[src/rtl/read_module_if.sv]
// read_module_if: start/status, BRAM read port and pixel stream of the input stage.
interface read_module_if #(
  parameter int DATA_WIDTH  = 32,
  parameter int ADDR_WIDTH  = 32,
  parameter int PIXEL_SIZE  = 8,
  parameter int COUNT_WIDTH = 16
);
  logic                   start;
  logic [COUNT_WIDTH-1:0] num_words;
  logic                   busy;
  logic                   done;
  logic [ADDR_WIDTH-1:0]  bram_addr;
  logic                   bram_en;
  logic [DATA_WIDTH-1:0]  bram_rdata;
  logic [PIXEL_SIZE-1:0]  pixel;
  logic                   pixel_valid;
  logic                   pixel_ready;
  modport master (
    input  start, num_words, bram_rdata, pixel_ready,
    output busy, done, bram_addr, bram_en, pixel, pixel_valid
  );
  modport slave (
    output start, num_words, bram_rdata, pixel_ready,
    input  busy, done, bram_addr, bram_en, pixel, pixel_valid
  );
endinterface

[src/rtl/read_module.sv]
// read_module: fetches packed BRAM words and streams them out as pixels, most significant byte first.
module read_module #(
  parameter int                    DATA_WIDTH     = 32,
  parameter int                    ADDR_WIDTH     = 32,
  parameter logic [ADDR_WIDTH-1:0] INPUT_ADDR     = 32'hB000_0000,
  parameter int                    PIXEL_SIZE     = 8,
  parameter int                    PIXEL_PER_WORD = 4,
  parameter int                    COUNT_WIDTH    = 16
) (
  input logic          clk,
  input logic          reset,
  read_module_if.master bus
);
  localparam int IDX_W = $clog2(PIXEL_PER_WORD);
  typedef enum logic [2:0] {IDLE, REQUEST, WAIT, STREAM, DONE} state_t;
  state_t                 state, state_next;
  logic [IDX_W-1:0]       index;
  logic [COUNT_WIDTH-1:0] words_left;
  logic [DATA_WIDTH-1:0]  word_reg;
  logic                   accept;
  assign accept          = state == STREAM && bus.pixel_ready;
  assign bus.pixel_valid = state == STREAM;
  assign bus.pixel       = state == STREAM ? word_reg[index*PIXEL_SIZE +: PIXEL_SIZE] : '0;
  always_comb begin
    state_next = state;
    case (state)
      IDLE:    state_next = bus.start ? (bus.num_words == '0 ? DONE : REQUEST) : IDLE;
      REQUEST: state_next = WAIT;
      WAIT:    state_next = STREAM;
      STREAM:  state_next = accept && index == '0 ? (words_left > 1 ? REQUEST : DONE) : STREAM;
      DONE:    state_next = IDLE;
      default: state_next = IDLE;
    endcase
  end
  // Status outputs are registered copies of the next state so they line up with it.
  always_ff @(posedge clk) begin
    if (reset) begin
      state         <= IDLE;
      index         <= IDX_W'(PIXEL_PER_WORD - 1);
      words_left    <= '0;
      word_reg      <= '0;
      bus.bram_addr <= INPUT_ADDR;
      bus.bram_en   <= 1'b0;
      bus.busy      <= 1'b0;
      bus.done      <= 1'b0;
    end else begin
      state       <= state_next;
      bus.bram_en <= state_next == REQUEST;
      bus.busy    <= state_next inside {REQUEST, WAIT, STREAM};
      bus.done    <= state_next == DONE;
      if (state == IDLE && bus.start) begin
        words_left    <= bus.num_words;
        bus.bram_addr <= INPUT_ADDR;
      end
      if (state == WAIT) begin
        word_reg <= bus.bram_rdata;
        index    <= IDX_W'(PIXEL_PER_WORD - 1);
      end
      if (accept) begin
        if (index != '0) index <= index - 1'b1;
        else begin
          words_left    <= words_left - 1'b1;
          bus.bram_addr <= bus.bram_addr + ADDR_WIDTH'(DATA_WIDTH / 8);
        end
      end
    end
  end
endmodule

[src/flat_wrapper.sv]
// flat-port wrapper written by rule: the top's interface ports become plain ports
module read_module_flat 
#(
  parameter int                    DATA_WIDTH     = 32,
  parameter int                    ADDR_WIDTH     = 32,
  parameter logic [ADDR_WIDTH-1:0] INPUT_ADDR     = 32'hB000_0000,
  parameter int                    PIXEL_SIZE     = 8,
  parameter int                    PIXEL_PER_WORD = 4,
  parameter int                    COUNT_WIDTH    = 16
)
  (clk, reset, bus_start, bus_num_words, bus_bram_rdata, bus_pixel_ready, bus_busy, bus_done, bus_bram_addr, bus_bram_en, bus_pixel, bus_pixel_valid);
  read_module_if #(.DATA_WIDTH(DATA_WIDTH), .ADDR_WIDTH(ADDR_WIDTH), .PIXEL_SIZE(PIXEL_SIZE), .COUNT_WIDTH(COUNT_WIDTH)) bus_i ();
  input logic clk;
  input logic reset;
  input wire logic [$bits(bus_i.start)-1:0] bus_start;
  input wire logic [$bits(bus_i.num_words)-1:0] bus_num_words;
  input wire logic [$bits(bus_i.bram_rdata)-1:0] bus_bram_rdata;
  input wire logic [$bits(bus_i.pixel_ready)-1:0] bus_pixel_ready;
  output wire logic [$bits(bus_i.busy)-1:0] bus_busy;
  output wire logic [$bits(bus_i.done)-1:0] bus_done;
  output wire logic [$bits(bus_i.bram_addr)-1:0] bus_bram_addr;
  output wire logic [$bits(bus_i.bram_en)-1:0] bus_bram_en;
  output wire logic [$bits(bus_i.pixel)-1:0] bus_pixel;
  output wire logic [$bits(bus_i.pixel_valid)-1:0] bus_pixel_valid;
  assign bus_i.start = bus_start;
  assign bus_i.num_words = bus_num_words;
  assign bus_i.bram_rdata = bus_bram_rdata;
  assign bus_i.pixel_ready = bus_pixel_ready;
  assign bus_busy = bus_i.busy;
  assign bus_done = bus_i.done;
  assign bus_bram_addr = bus_i.bram_addr;
  assign bus_bram_en = bus_i.bram_en;
  assign bus_pixel = bus_i.pixel;
  assign bus_pixel_valid = bus_i.pixel_valid;
  read_module #(.DATA_WIDTH(DATA_WIDTH), .ADDR_WIDTH(ADDR_WIDTH), .INPUT_ADDR(INPUT_ADDR), .PIXEL_SIZE(PIXEL_SIZE), .PIXEL_PER_WORD(PIXEL_PER_WORD), .COUNT_WIDTH(COUNT_WIDTH)) u_core (.clk(clk), .reset(reset), .bus(bus_i));
endmodule
[config.mk]
export PLATFORM = sky130hd
export DESIGN_NAME = read_module_flat
export DESIGN_NICKNAME = d
export VERILOG_FILES = /design/src/rtl/read_module_if.sv /design/src/rtl/read_module.sv /design/src/flat_wrapper.sv
export SDC_FILE = /design/constraint.sdc
export NUM_CORES = 1
export LEC_CHECK = 0
export BUFFER_PORTS_ARGS = -buffer_cell sky130_fd_sc_hd__buf_2
export CORE_UTILIZATION = 30
export CTS_CLUSTER_SIZE = 16
export DETAILED_ROUTE_END_ITERATION = 10
export GPL_TIMING_DRIVEN = 1
export PLACE_DENSITY = 0.59
export SLEW_MARGIN = 20
export SYNTH_ARGS = -nofsm -noshare
export SYNTH_HDL_FRONTEND = slang
export SYNTH_SLANG_ARGS = --single-unit
[constraint.sdc]
create_clock -name clk -period 2.9 [get_ports clk]
set_clock_uncertainty 0.2 [all_clocks]
set_input_delay 0.145 -clock clk [delete_from_list [all_inputs] [get_ports clk]]
set_output_delay 0.145 -clock clk [all_outputs]
set_load 0.005 [all_outputs]
After elaboration in Yosys (flattened, before gate mapping)
Index checks and enable logic that the tools add are counted.
{ "totals": {"elab_cells": 43, "reg_bits": 88, "out_inout_bits": 44, "memories": 0, "romBits": 0, "in_bits": 52, "latchBits": 0, "mem_bits_rw": 0} }
{ "op_classes": {"mux": 15, "n_reduce_logical": 8, "order_cmp": 1, "shift": 1, "n_mul": 0, "eq_ne": 7, "addsub": 3, "bitwise": 0, "n_div": 0} }
{ "ops": {"columns": ["op", "n"], "rows": [
  ["two-way mux 32 bit", 3],
  ["two-way mux 16 bit", 3],
  ["adder 32 x 3 -> 32 bit (second input constant)", 1],
  ["variable part select 32 x 6 -> 8 bit", 1],
  ["greater-than comparator 16 x 1 -> 1 bit (second input constant)", 1],
  ["logical NOT 16 bit", 1],
  ["subtractor 16 x 1 -> 16 bit (second input constant)", 1],
  ["equality test 3 x 2 -> 1 bit (second input constant)", 4],
  ["two-way mux 3 bit", 4],
  ["one-hot mux 3 bit (4 select lines)", 1],
  ["two-way mux 8 bit", 1],
  ["equality test 3 x 1 -> 1 bit (second input constant)", 2],
  ["two-way mux 2 bit", 3],
  ["equality test 3 bit (second input constant)", 1],
  ["logical AND 1 bit", 3],
  ["logical NOT 3 bit", 1],
  ["nonzero test 3 bit", 1],
  ["logical NOT 2 bit", 1],
  ["nonzero test 2 bit", 1],
  ["subtractor 2 x 1 -> 2 bit (second input constant)", 1]
]} }

Logic depth before layout (Yosys ltp)
{ "logic_depth": {"word_depth": 7, "mapped_depth": 7, "ltp_nobuf": 6} }

Worst setup path before layout
No wires, ideal clock.
{ "synth_timing": {"path_type": "flip-flop to flip-flop", "from": "register u_core.words_left[0]", "to": "register u_core.words_left[14]", "setup_time_ns": 0.091, "n_path_buf": 0, "synth_period_minus_slack_ns": 2.084, "t_arrival_ns": 1.793, "slack_ns": 0.816, "path_stages_with_launch": 7, "cell_sequence": "dfxtp_1 inv_1 ha_1 or4b_1 nor4_2 a211oi_1 a311oi_1"} }
{ "synth_via": {"elab_chain_len": 3} }
{ "synth_lines": {"columns": ["element", "line", "rtl"], "rows": [
  ["start: declaration", "read_module.sv:18", "logic [COUNT_WIDTH-1:0] words_left;"],
  ["start signal: assignment", "read_module.sv:52", "words_left <= bus.num_words;"],
  ["start signal: assignment", "read_module.sv:62", "words_left <= words_left - 1'b1;"],
  ["subtractor 16 x 1 -> 16 bit", "read_module.sv:62", null],
  ["two-way mux 16 bit", "read_module.sv:60", "if (index != '0) index <= index - 1'b1;"],
  ["two-way mux 16 bit", "read_module.sv:59", "if (accept) begin"]
]} }
No other way between the ends.
A chain may end at the register's enable or synchronous reset.

Worst setup path in the final report
{ "layout_timing": {"from": "register u_core.state[0]", "to": "register u_core.words_left[11]"} }
{ "layout_via": {"elab_chain_len": 5, "word_cells_on_any_way": 7, "classes_between": "eq/ne: 1; mux: 3; reduce/logical: 3"} }
{ "layout_lines": {"columns": ["element", "line", "rtl"], "rows": [
  ["start: declaration", "read_module.sv:16", "state_t state, state_next;"],
  ["start signal: assignment", "read_module.sv:47", "state <= state_next;"],
  ["logical NOT 3 bit", "read_module.sv:51", "if (state == IDLE && bus.start) begin"],
  ["logical AND 1 bit", "read_module.sv:51", null],
  ["two-way mux 16 bit", "read_module.sv:51", null],
  ["two-way mux 16 bit", "read_module.sv:60", null],
  ["two-way mux 16 bit (*)", "read_module.sv:59", null]
]} }
Mark *: on every way between the ends. The rest lies on a longest branch, timed or not.

==> results by group <==
Synth
  • Commonest register cell after synthesis: dfxtp_1
  • Post-Syn Instances: roughly 520
  • Post-synthesis cell area: 0.004332 sq mm
  • Yosys warnings: 0
  • Post-synth EDFFs: 0
  • Synth cell types: 59
  • Seq/Total Area, Yosys: 40.67%
  • Synth top area cells: dfxtp_1 41%, nand2_1 8.3%, a21oi_1 6.0%, mux4_2 4.2%, nor2_1 2.8%
  • Syn Nets: around 570
  • Area share of the largest cell type after synthesis: a little over 40%
  • Synthesized flop and latch total: 88
  • Fraction of registers with async set/reset: 0%
  • Area leader, netlist: dfxtp_1
  • Avg Cell Area, Syn: 8.362 sq um

Job
  • Max Cap Viol: 0

Clock tree
  • H-Tree Depth: 3
  • Latest clock arrival within the worst-skew pair: 0.35 ns
  • CTS Buf Count: 9
  • CTS clk-pin slew, worst paths: 0.06 ns
  • Max Root-Sink Buffers: 2
  • CTS Root Cell: clkbuf_16
  • CTS Sinks: slightly below 90
  • Post-CTS resize count: 0
  • CTS tree: yes

Timing
  • RSZ-0062 raised after global routing: no
  • Worst slew pin tran: between 0.9 and 1 ns
  • Final min period: 2.489 ns
  • # setup viols final: 0
  • Max Clock Freq: 0.4018 GHz
  • Period utilization: 85.82%
  • Max Slew Vio Count: 0
  • Rel. slew slack: 35.33%
  • Final hold vios: 0
  • Setup TNS: 0 ns

Die
  • Initial core utilization: 30.97%
  • Die area: 0.01492 sq mm
  • Site Rows: 43
  • I/O pin count: 96
  • Die Height: 122.2 um
  • DIE WIDTH: roughly 120 um
  • Core Region: 0.01399 sq mm

Final layout
  • Layout cell share with drive strength beyond 1: 22.65%
  • Diodes inserted: 0
  • Final instance area: 0.005739 sq mm
  • Area Growth Syn to Fin: 32.50%
  • Commonest non-fill, non-tap cell in the layout: nand2_1
  • Fin cells: 829
  • Most frequent cells in the layout: 96 x nand2_1, 95 x buf_2, 88 x dfxtp_1, 52 x a21oi_1, 47 x dlygate4sd3_1
  • Nets: 699

Global route
  • Antenna violations before repair: 0
  • Grt total ovfl: 0
  • Pin count of the biggest net entering global routing: between 40 and 50
  • Vias in the first global route: 4056
  • GRT Util Overall: approximately 17%
  • Global-route wire length before repair: 19.78 mm

Outcome
  • Outcome: complete, no violations

Critical path
  • FF-to-FF Start: u_core.state[0]
  • Setup CP Type: reg2reg
  • Reg-to-Reg End: u_core.words_left[11]
  • Critical Path AT: approximately 2.5 ns
  • Crit path required time: 2.94 ns
  • CP Capture Type: flip-flop
  • Critical path fanouts, max: 16
  • Reg2Reg Depth: 4
  • Worst R2R Setup Slack: 0.41 ns
  • Startpoint types: flip-flop

Hold path
  • Hold Path Sink: u_core.words_left[7]
  • Hold crit path type: in2reg
  • Worst Hold Launch: bus_num_words[7]
  • Min-Delay Path Depth: 3

Place
  • Dpl cells: 766
  • HPWL Detailed: just over 8 mm
  • Placer congestion estimate: approximately 0.8
  • Count of input and output buffers: 95
  • Post-DP Area: 0.004970 sq mm

Power and ir drop
  • Static Leak: 2.186 nW
  • Tot Pwr: 0.002856 W
  • Max VDD drop: between 0.0003 and 0.0004 V
  • PwrDens: 497.7 mW/mm^2

Routing
  • Drt via density: 5.175
  • Total iterations of the first detailed-routing run: 4
  • Post-Route WL: 12.08 mm
  • Number of remaining DRC errors: 0
  • Final ANT Viol Nets: 0
  • Iter 0 DRT Violations: 239
  • Vias: 4290
  • WL per Instance: 14.57 um
==> per-stage QoR <==
stage | worst slack, ns | hold slack [ns] | util (%)
6_report | 0.4112 | 0.03548 | 41.03
2_1_floorplan | 0.8161 | 0.08096 | -
5_1_grt | 0.1974 | 0.04960 | 41.03
4_1_cts | 0.4119 | 0.02449 | 41.03
3_3_place_gp | 0.5452 | 0.1858 | 35.53
3_5_place_dp | 0.4520 | 0.1915 | 35.53
==> worst max path at each step <==
| stage | end | slack, ns | cells past startpoint | start |
|---|---|---|---|---|
| 2_1_floorplan | u_core.words_left[14] | 0.82 | 6 | u_core.words_left[0] |
| 3_3_place_gp | u_core.bus.bram_addr[24] | 0.55 | 4 | u_core.state[1] |
| 5_1_grt | u_core.words_left[11] | 0.20 | 4 | u_core.state[0] |
| 3_5_place_dp | u_core.words_left[11] | 0.45 | 4 | u_core.state[1] |
| 6_report | u_core.words_left[11] | 0.41 | 4 | u_core.state[0] |
| 4_1_cts | u_core.words_left[11] | 0.41 | 4 | u_core.state[0] |
==> critical path: stages, from the launching register on <==
cell      delay, ns
dfxtp_1        0.48
and4b_1        0.60
nand4_1        0.45
o31a_1         0.38
a211oi_1       0.27
==> cells in the mapped netlist (4+ instances only) <==
master / number
and2_1: 5
or4_1: 8
buf_2: 5
nand4_1: 15
nor2b_1: 11
a211oi_1: 9
nand2_1: 96
dfxtp_1: 88
a21oi_1: 52
clkbuf_1: 29
nor3_1: 12
o311ai_0: 6
o21ai_0: 7
nor4_1: 14
and3_1: 7
o21bai_1: 5
inv_1: 7
mux2i_1: 4
o211ai_1: 4
or3_1: 7
mux2_2: 9
nand3_1: 8
nor2_1: 32
and4_1: 4
nor3b_1: 10
or2_2: 4
mux4_2: 8
==> kinds of logic (layout without fill, tap and decap cells) <==
kind of cell	Yosys count	after routing	synth area share (%)
simple gates	249	249	29.95
compound gates	108	108	15.89
flops	88	88	40.67
buf+inv	43	174	3.871
mux	23	23	7.943
xor+xnor	4	4	0.8089
fa+ha+maj	3	3	0.8666
==> timing repair <==
action / 4_1_cts / 5_1_grt
hold endpoints to repair: 47 / 0
setup buffers: 0 / 0
hold buffers: 47 / 0
endpoints found under the setup margin: 0 / 0
==> routing by layer <==
metal	track usage, %	vias to the layer above	share of wire (%)
met5	0	-	0
met4	3.811	0	0.76
met3	4.588	11	5.0
met2	28.14	109	47
met1	21.64	2026	47
li1	-	2144	-
==> area by class of cell <==
| type | instances | area, sq um |
|---|---|---|
| tap | 180 | 225.2 |
| clock inverter | 5 | 56.30 |
| timing repair buffer | 151 | 1013 |
| fill | 1427 | 8249 |
| sequential | 88 | 1762 |
| multi-input combinational | 387 | 2414 |
| clock buffer | 11 | 242.7 |
| inverter | 7 | 26.28 |
==> power by group <==
part	internal (W)	total, W	switching, W
combinational	0.000175	0.000377	0.000202
sequential	0.00126	0.00130	0.0000392
clock	0.000690	0.00118	0.000491
Note: power is estimated with default switching activity, not from simulation.
